## config.mk

```make
export PLATFORM = sky130hd
export DESIGN_NAME = alu_issue
export DESIGN_NICKNAME = d
export VERILOG_FILES = /design/src/rtl/alu_issue.sv
export SDC_FILE = /design/constraint.sdc
export NUM_CORES = 1
export LEC_CHECK = 0
export BUFFER_PORTS_ARGS = -buffer_cell sky130_fd_sc_hd__buf_2
export CORE_UTILIZATION = 43
export CTS_CLUSTER_SIZE = 12
export DETAILED_ROUTE_END_ITERATION = 7
export GPL_TIMING_DRIVEN = 1
export PLACE_DENSITY = 0.78
export SKIP_CTS_REPAIR_TIMING = 1
export SYNTH_ARGS = -nofsm -noshare
export SYNTH_HDL_FRONTEND = slang
export SYNTH_SLANG_ARGS = --single-unit
```

## constraint.sdc

```tcl
create_clock -name clk -period 1.9 [get_ports clk]
set_input_delay 0.095 -clock clk [delete_from_list [all_inputs] [get_ports clk]]
set_output_delay 0.095 -clock clk [all_outputs]
set_load 0.005 [all_outputs]
```

## src/rtl/alu_issue.sv

```systemverilog
// rtl/alu_issue.sv - RV32I OP/OP-IMM issue stage feeding an external ALU, 2-stage elastic pipe
// Ports:
//   clk, rst_n                 clock, asynchronous active-low reset
//   in_valid/in_ready          upstream handshake
//   opcode, funct3, funct7     decoded instruction fields
//   rs1_val, rs2_val, imm      source operands / sign-extended I-immediate
//   alu_a, alu_b, alu_op       registered operands and op code to the ALU
//   alu_result                 combinational ALU result
//   out_valid/out_ready        downstream handshake
//   out_result, out_illegal    registered result and illegal-encoding flag
module alu_issue #(
  parameter int XLEN = 32
) (
  input  logic            clk,
  input  logic            rst_n,
  input  logic            in_valid,
  output logic            in_ready,
  input  logic [6:0]      opcode,
  input  logic [2:0]      funct3,
  input  logic [6:0]      funct7,
  input  logic [XLEN-1:0] rs1_val,
  input  logic [XLEN-1:0] rs2_val,
  input  logic [XLEN-1:0] imm,
  output logic [XLEN-1:0] alu_a,
  output logic [XLEN-1:0] alu_b,
  output logic [3:0]      alu_op,
  input  logic [XLEN-1:0] alu_result,
  output logic            out_valid,
  input  logic            out_ready,
  output logic [XLEN-1:0] out_result,
  output logic            out_illegal
);

  localparam logic [6:0] OPC_OP     = 7'b0110011;
  localparam logic [6:0] OPC_OP_IMM = 7'b0010011;
  localparam logic [6:0] F7_ZERO    = 7'b0000000;
  localparam logic [6:0] F7_ALT     = 7'b0100000;

  localparam logic [3:0] ALU_ADD  = 4'b0000;
  localparam logic [3:0] ALU_SUB  = 4'b0001;
  localparam logic [3:0] ALU_XOR  = 4'b0010;
  localparam logic [3:0] ALU_OR   = 4'b0011;
  localparam logic [3:0] ALU_AND  = 4'b0100;
  localparam logic [3:0] ALU_SLL  = 4'b0101;
  localparam logic [3:0] ALU_SRL  = 4'b0110;
  localparam logic [3:0] ALU_SRA  = 4'b0111;
  localparam logic [3:0] ALU_SLTU = 4'b1000;

  localparam logic [XLEN-1:0] SIGN_BIT = {1'b1, {(XLEN-1){1'b0}}};

  logic            s1_valid;
  logic            s1_illegal;
  logic            s2_ready;
  logic            accept;
  logic            s1_xfer;

  logic            is_op;
  logic            is_imm;
  logic            f7_legal;
  logic            legal;
  logic [XLEN-1:0] dec_a;
  logic [XLEN-1:0] dec_b;
  logic [3:0]      dec_op;

  assign s2_ready = !out_valid || out_ready;
  assign in_ready = !s1_valid || s2_ready;
  assign accept   = in_valid && in_ready;
  assign s1_xfer  = s1_valid && s2_ready;

  assign is_op  = (opcode == OPC_OP);
  assign is_imm = (opcode == OPC_OP_IMM);

  // The alternate funct7 encoding is only meaningful for add/sub and srl/sra.
  assign f7_legal = (funct7 == F7_ZERO) ||
                    ((funct7 == F7_ALT) && ((funct3 == 3'b000) || (funct3 == 3'b101)));

  // OP-IMM only carries funct7 semantics on shifts; elsewhere it is immediate bits.
  always_comb begin
    legal = 1'b0;
    if (is_op)
      legal = f7_legal;
    else if (is_imm)
      legal = ((funct3 == 3'b001) || (funct3 == 3'b101)) ? f7_legal : 1'b1;
  end

  always_comb begin
    dec_a  = rs1_val;
    dec_b  = is_op ? rs2_val : imm;
    dec_op = ALU_ADD;
    case (funct3)
      3'b000: dec_op = (is_op && funct7[5]) ? ALU_SUB : ALU_ADD;
      3'b001: dec_op = ALU_SLL;
      3'b010: begin
        // Signed compare via unsigned compare of sign-flipped operands.
        dec_op = ALU_SLTU;
        dec_a  = rs1_val ^ SIGN_BIT;
        dec_b  = (is_op ? rs2_val : imm) ^ SIGN_BIT;
      end
      3'b011: dec_op = ALU_SLTU;
      3'b100: dec_op = ALU_XOR;
      3'b101: dec_op = funct7[5] ? ALU_SRA : ALU_SRL;
      3'b110: dec_op = ALU_OR;
      3'b111: dec_op = ALU_AND;
      default: dec_op = ALU_ADD;
    endcase
    if ((funct3 == 3'b001) || (funct3 == 3'b101))
      dec_b = {{(XLEN-5){1'b0}}, dec_b[4:0]};
    // Illegal ops still flow through as 0 + 0 so the result reads as zero.
    if (!legal) begin
      dec_a  = '0;
      dec_b  = '0;
      dec_op = ALU_ADD;
    end
  end

  // Stage 1: decoded operands; alu_* hold their last values when s1 empties.
  always_ff @(posedge clk or negedge rst_n) begin
    if (!rst_n) begin
      s1_valid   <= 1'b0;
      s1_illegal <= 1'b0;
      alu_a      <= '0;
      alu_b      <= '0;
      alu_op     <= ALU_ADD;
    end else begin
      if (accept) begin
        s1_valid   <= 1'b1;
        s1_illegal <= !legal;
        alu_a      <= dec_a;
        alu_b      <= dec_b;
        alu_op     <= dec_op;
      end else if (s1_xfer) begin
        s1_valid   <= 1'b0;
      end
    end
  end

  // Stage 2: captured ALU result.
  always_ff @(posedge clk or negedge rst_n) begin
    if (!rst_n) begin
      out_valid   <= 1'b0;
      out_result  <= '0;
      out_illegal <= 1'b0;
    end else begin
      if (s1_xfer) begin
        out_valid   <= 1'b1;
        out_result  <= alu_result;
        out_illegal <= s1_illegal;
      end else if (out_ready) begin
        out_valid   <= 1'b0;
      end
    end
  end

endmodule

```

==> results.json, run 1 <==
{
  "status": "finished clean",
  "vias": 3949,
  "synthTopCellsByCount": "dfrtp_1 (104), mux2_2 (38), a22o_1 (37)",
  "synth_cell_types": 33,
  "antenna_left": 0,
  "ys.flop_type": "dfrtp_1",
  "cp_data_required_time_ns": 2.17,
  "fp.dieW_um": 101,
  "grt_util_all_layers_pct": 21.2,
  "totalWireLength_um": 13100,
  "start_util_pct": 45.1,
  "path_max_fanout": 27,
  "finish.utilization_pct": 69.4,
  "setup_viol": 0,
  "syn_avg_cell_area_um2": 13.2,
  "netlist.area_leader.share_pct": 61.2,
  "grt_overflow": 0,
  "drive_gt1_share_pct": 49.9,
  "wl_met2_um": 6600,
  "cts_tree": "yes",
  "ys_ff_latch": 104,
  "worst_slew_pin_slew_ns": 0.440,
  "core_area_um2": 9420,
  "rsz0062_at_grt": "no",
  "clk_path_buf_depth": 2,
  "hold_class": "input pin to flop",
  "clkLatencyLatePin_ns": 0.37,
  "routed_via_density": 5.12,
  "tns_ns": 0,
  "ys_warn_count": 0,
  "async_flop_share_pct": 100,
  "rows": 35,
  "irDropWorstVdd_uv": 429,
  "yosysTopAreaCell": "dfrtp_1",
  "cts.sinks": 104,
  "synth.area.top_cells": "dfrtp_1 (61%), mux2_2 (10%), a22o_1 (7.6%)",
  "wire_per_inst_um": 16.9,
  "dr.first_iter.drc_count": 119,
  "path_class": "flop to flop",
  "skew_ns": 0.0152,
  "arrival_ns": 1.92,
  "ctsRootBufferMaster": "clkbuf_8",
  "antenna_found_initial": 0,
  "yosysSeqAreaShare_pct": 61.2,
  "synth_edf_count": 0,
  "drt_first_pass_iters": 4,
  "dieHeight_um": 101,
  "finalCriticalPeriod_ns": 1.66,
  "top_layer_used": "met4",
  "worstSetupEndpointType": "flop",
  "synth_nets": 471,
  "stdcell_count": 772,
  "powerDensity_nw_per_um2": 691,
  "p_leak_uw": 0.00337,
  "dieArea_um2": 10300,
  "grt_pass1_vias": 3371,
  "stdcell_area_um2": 6530,
  "fillers": 665,
  "slew_violations": 0,
  "timing.final.crit_share_pct": 87.3,
  "hpwl_um": 8640,
  "drc": 0,
  "syn-instance-count": 322,
  "drv_cap": 0,
  "io_buffers": 251,
  "clkTransAtPathRegs_ns": 0.10,
  "cp-start-kind": "flop",
  "hold_viol_final": 0,
  "m1WireLength_um": 5220,
  "syn-cell-area_um2": 4250,
  "place_area_um2": 5680,
  "dp_cells": 691,
  "numCtsBuffers": 9,
  "diodes": 0,
  "syn_to_final_growth_pct": 53.7,
  "htree_levels": 3,
  "grt_max_degree": 51,
  "fin_nets": 787,
  "synth.most_common_cell": "dfrtp_1",
  "grt_pass1_wl_um": 16700,
  "relSlewSlack_pct": 70.7,
  "io_pins": 252,
  "gp_congestion": 0.749,
  "hold-worst-slack_ns": 0.0212,
  "dr_wl_met3_um": 968,
  "fmax_mhz": 603
}
==> worst max-delay path, stage by stage (launching register included) <==
cell and delay (ns):
dfrtp_1 0.41, nand3b_1 0.20, nand4_1 0.23, nand4bb_1 0.24, buf_4 0.23, o31ai_1 0.26
==> placed cells by master, fill, tap and decap left out, types with 2 or more instances in the layout <==
| master | Yosys | routed |
|---|---|---|
| inv_6 | 0 | 2 |
| mux2i_1 | 26 | 26 |
| o21ai_0 | 28 | 28 |
| dfrtp_1 | 104 | 104 |
| mux2_2 | 38 | 38 |
| a32o_1 | 3 | 3 |
| buf_2 | 0 | 250 |
| buf_12 | 0 | 3 |
| xor2_1 | 2 | 2 |
| nor2_1 | 3 | 3 |
| dlygate4sd3_1 | 0 | 65 |
| a22o_1 | 37 | 37 |
| clkbuf_8 | 0 | 10 |
| nand2_1 | 34 | 33 |
| nor2b_1 | 2 | 2 |
| nand2b_1 | 4 | 4 |
| o211ai_1 | 2 | 2 |
| buf_4 | 7 | 8 |
==> flip-flops by register name (all words and copies together), names as in the netlist <==
signal,count
out_result,32
s1_valid,1
alu_op,4
out_valid,1
out_illegal,1
alu_b,32
alu_a,32
s1_illegal,1
==> metal layers <==
metal | up-vias | track usage, %
met4 | 0 | 5.35
met1 | 1907 | 25.9
met2 | 215 | 37.6
li1 | 1802 | -
met3 | 25 | 5.24
met5 | - | 0
==> final timing paths <==
check                      slack (ns)  cells after the start  startpoint        end
setup / recovery                 0.24                      5   out_valid  alu_b[31]
setup reg to reg                 0.24                      5   out_valid  alu_b[31]
hold / removal                   0.02                      3     imm[13]  alu_b[13]
min in group asynchronous        0.21                      2       rst_n  alu_a[17]
max in group asynchronous        1.07                      3       rst_n  alu_b[16]
hold reg to reg                  0.48                      2   alu_b[19]  alu_b[19]
==> kinds of logic after synthesis <==
family / share of synthesized area (%)
flops: 61.2
compound gates: 13.3
xor+xnor: 0.412
simple gates: 6.36
buf+inv: 2.47
mux: 16.2
==> report_power, final <==
part / internal, µW / switching [µW] / total [µW] / leakage [µW]
sequential: 2340 / 69.3 / 2410 / 0.00136
clock: 545 / 815 / 1360 / 0.0000982
combinational: 428 / 321 / 749 / 0.00191
==> cell type report <==
cell class	instances	area, µm²	area share [%]
timing repair buffer	326	2020	31.0
multi-input combinational	197	1550	23.7
clock inverter	6	61.3	0.939
clock buffer	10	138	2.11
tap	129	161	2.47
sequential	104	2600	39.9
==> stage by stage <==
stage / power, µW / worst slack (ns)
global placement: 3040 / 0.230
detailed placement: 3070 / 0.191
finish: 4510 / 0.241
global route: 4720 / 0.0807
floorplan: 2680 / 0.354
CTS: 4420 / 0.240
No activity file was read; power rests on OpenSTA's default activity.
==> inputs of run 2 (changes only) <==
--- a/config.mk
+++ b/config.mk
@@ -5,12 +5,13 @@
 export SDC_FILE = /design/constraint.sdc
 export NUM_CORES = 1
 export LEC_CHECK = 0
+export ABC_AREA = 1
 export BUFFER_PORTS_ARGS = -buffer_cell sky130_fd_sc_hd__buf_2
-export CORE_UTILIZATION = 43
+export CORE_UTILIZATION = 45
 export CTS_CLUSTER_SIZE = 12
 export DETAILED_ROUTE_END_ITERATION = 7
 export GPL_TIMING_DRIVEN = 1
-export PLACE_DENSITY = 0.78
+export PLACE_DENSITY = 0.8
 export SKIP_CTS_REPAIR_TIMING = 1
 export SYNTH_ARGS = -nofsm -noshare
 export SYNTH_HDL_FRONTEND = slang
==> results.json, run 2 <==
{
  "powerDensity_nw_per_um2": 759,
  "rsz0062_at_grt": "no",
  "grt_util_met3_pct": 5.40,
  "synthSimpleGateAreaFrac_pct": 13.9,
  "synth.area.top_cells": "dfrtp_1 (57%), nand2_1 (11%), mux2_2 (8.2%)",
  "setup_viol": 0,
  "status": "complete, but fails checks",
  "diodes": 0,
  "async_flop_share_pct": 100,
  "busiest_layer": "met2",
  "clkLatencyLatePin_ns": 0.36,
  "layout.cells.most_common": "buf_2",
  "r2r_cells": 5,
  "dieHeight_um": 102,
  "r2r_end": "alu_a[4]",
  "dieArea_um2": 10500,
  "cts_tree": "yes",
  "most-common-layout-cells": "buf_2 (250), nand2_1 (130), dfrtp_1 (104)",
  "synth.most_common_cell": "nand2_1",
  "min_to": "alu_a[1]",
  "top_regs": "alu_a: 32 flops, alu_b: 32 flops, out_result: 32 flops",
  "clk_path_buf_depth": 2,
  "drt_first_pass_iters": 4,
  "start_util_pct": 46.5,
  "synth_edf_count": 0,
  "synthTopCellsByCount": "nand2_1 (131), dfrtp_1 (104), o21ai_1 (59)",
  "met2_usage_pct": 40.6,
  "path_class": "flop to flop",
  "fin_nets": 936,
  "hold_class": "input pin to flop",
  "netlist.area_leader.share_pct": 57.3,
  "io_pins": 252,
  "cp-start-kind": "flop",
  "core_area_um2": 9770,
  "tns_ns": 0,
  "skew_ns": 0.0134,
  "ys.flop_type": "dfrtp_1",
  "gp_congestion": 0.782,
  "path_cells": "nand3_1, nand2_2, inv_2, nand3_4, o21ai_0",
  "irDropWorstVdd_uv": 441,
  "rr_startpoint": "out_valid",
  "grt_overflow": 0,
  "dp_cells": 847,
  "stdcell_area_um2": 6810,
  "synthXorXnorAreaFrac_pct": 0.193,
  "use_met1_pct": 25.9,
  "clkTransAtPathRegs_ns": 0.10,
  "rows": 36,
  "grt_util_all_layers_pct": 23.1,
  "r2r_setup_slack_ns": 0.19,
  "dr.first_iter.drc_count": 127,
  "path_max_fanout": 28,
  "drv_cap": 0,
  "synth_top_family_by_area": "simple AND/OR/NAND/NOR gates",
  "cp_top_family": "simple AND/OR/NAND/NOR gates",
  "crit_buf_inv": 1,
  "cp_data_required_time_ns": 2.16,
  "synth_cell_types": 23,
  "timing.final.crit_share_pct": 89.8,
  "synth_nets": 630,
  "synthMuxAreaShare_pct": 8.18,
  "grt_pass1_wl_um": 18000,
  "routed_via_density": 4.89,
  "arrival_ns": 1.97,
  "syn-instance-count": 481,
  "ys_ff_latch": 104,
  "ys_warn_count": 0,
  "ctsRootBufferMaster": "clkbuf_8",
  "wire_per_inst_um": 15.5,
  "hpwl_um": 9280,
  "synth_compound_area_share_pct": 13.0,
  "grt_max_degree": 65,
  "totalWireLength_um": 14400,
  "fp.dieW_um": 102,
  "vias": 4524,
  "yosysTopAreaCell": "dfrtp_1",
  "cts.sinks": 104,
  "slew_violations": 0,
  "drive_gt1_share_pct": 40.4,
  "syn_avg_cell_area_um2": 9.44,
  "synth-adder-area-share_pct": 0,
  "antenna_left": 0,
  "p_leak_uw": 0.00373,
  "yosysSeqAreaShare_pct": 57.3,
  "worstSetupEndpointType": "flop",
  "holdPathStages": 3,
  "finalCriticalPeriod_ns": 1.71,
  "worstHoldStart": "rs1_val[1]",
  "cpPeakStageDelay_ns": 0.40,
  "fmax_mhz": 586,
  "drc": 0,
  "hold_viol_final": 2,
  "numCtsBuffers": 9,
  "syn_to_final_growth_pct": 50.0,
  "stdcell_count": 925,
  "htree_levels": 3,
  "place_area_um2": 5950,
  "worst_slew_pin_slew_ns": 0.638,
  "hold-worst-slack_ns": -0.00614,
  "relSlewSlack_pct": 57.4,
  "failed_checks": "hold timing",
  "io_buffers": 251,
  "grt_pass1_vias": 3726,
  "critical-path-slowest-cell": "dfrtp_1",
  "syn-cell-area_um2": 4540,
  "antenna_found_initial": 0
}
run 2: per-layer routing:
metal / wire, µm / part of all wire [%] / vias to the layer above
met5: 0 / 0 / -
met4: 523 / 3.6 / 0
met3: 1110 / 7.7 / 40
met2: 7350 / 51 / 215
met1: 5400 / 38 / 2108
li1: - / - / 2161
run 2: worst reg2reg max path: stages, from the launching register on:
cell	delay (ns)
dfrtp_1	0.40
nand3_1	0.16
nand2_2	0.13
inv_2	0.26
nand3_4	0.32
o21ai_0	0.34
run 2: layout make-up:
| cell class | count | area [µm²] |
|---|---|---|
| Inverter | 60 | 225 |
| Fill cell | 704 | 2960 |
| Multi-Input combinational cell | 291 | 1600 |
| Clock inverter | 5 | 87.6 |
| Timing Repair Buffer | 321 | 1980 |
| Sequential cell | 104 | 2600 |
| Clock buffer | 11 | 151 |
| Tap cell | 133 | 166 |
run 2: where the power goes:
part,internal [µW],switching (µW),total (µW),leakage [µW]
logic,567,483,1050,0.00225
clock network,826,777,1600,0.000118
registers,2410,110,2520,0.00136
run 2: kinds of logic after synthesis:
kind of cell    Yosys count
compound gates          104
simple gates            153
xor+xnor                  1
flops                   104
mux                      33
buf+inv                  86
run 2: stage by stage:
stage	util, %	total power (µW)	setup slack, ns
final	69.7	5170	0.194
after global routing	69.7	5420	0.0356
after CTS	63.3	5060	0.262
after detailed placement	60.9	3470	0.275
after global placement	60.9	3420	0.353
after floorplan	-	2970	0.565
run 2: worst max path at each step:
stage,startpoint,to,slack [ns],depth (start not counted)
finish,out_valid,alu_a[4],0.19,5
global route,out_valid,alu_a[4],0.04,5
CTS,out_valid,alu_b[15],0.26,5
detailed placement,out_valid,alu_b[30],0.27,5
global placement,out_valid,alu_b[29],0.35,5
floorplan,out_valid,alu_a[22],0.56,6
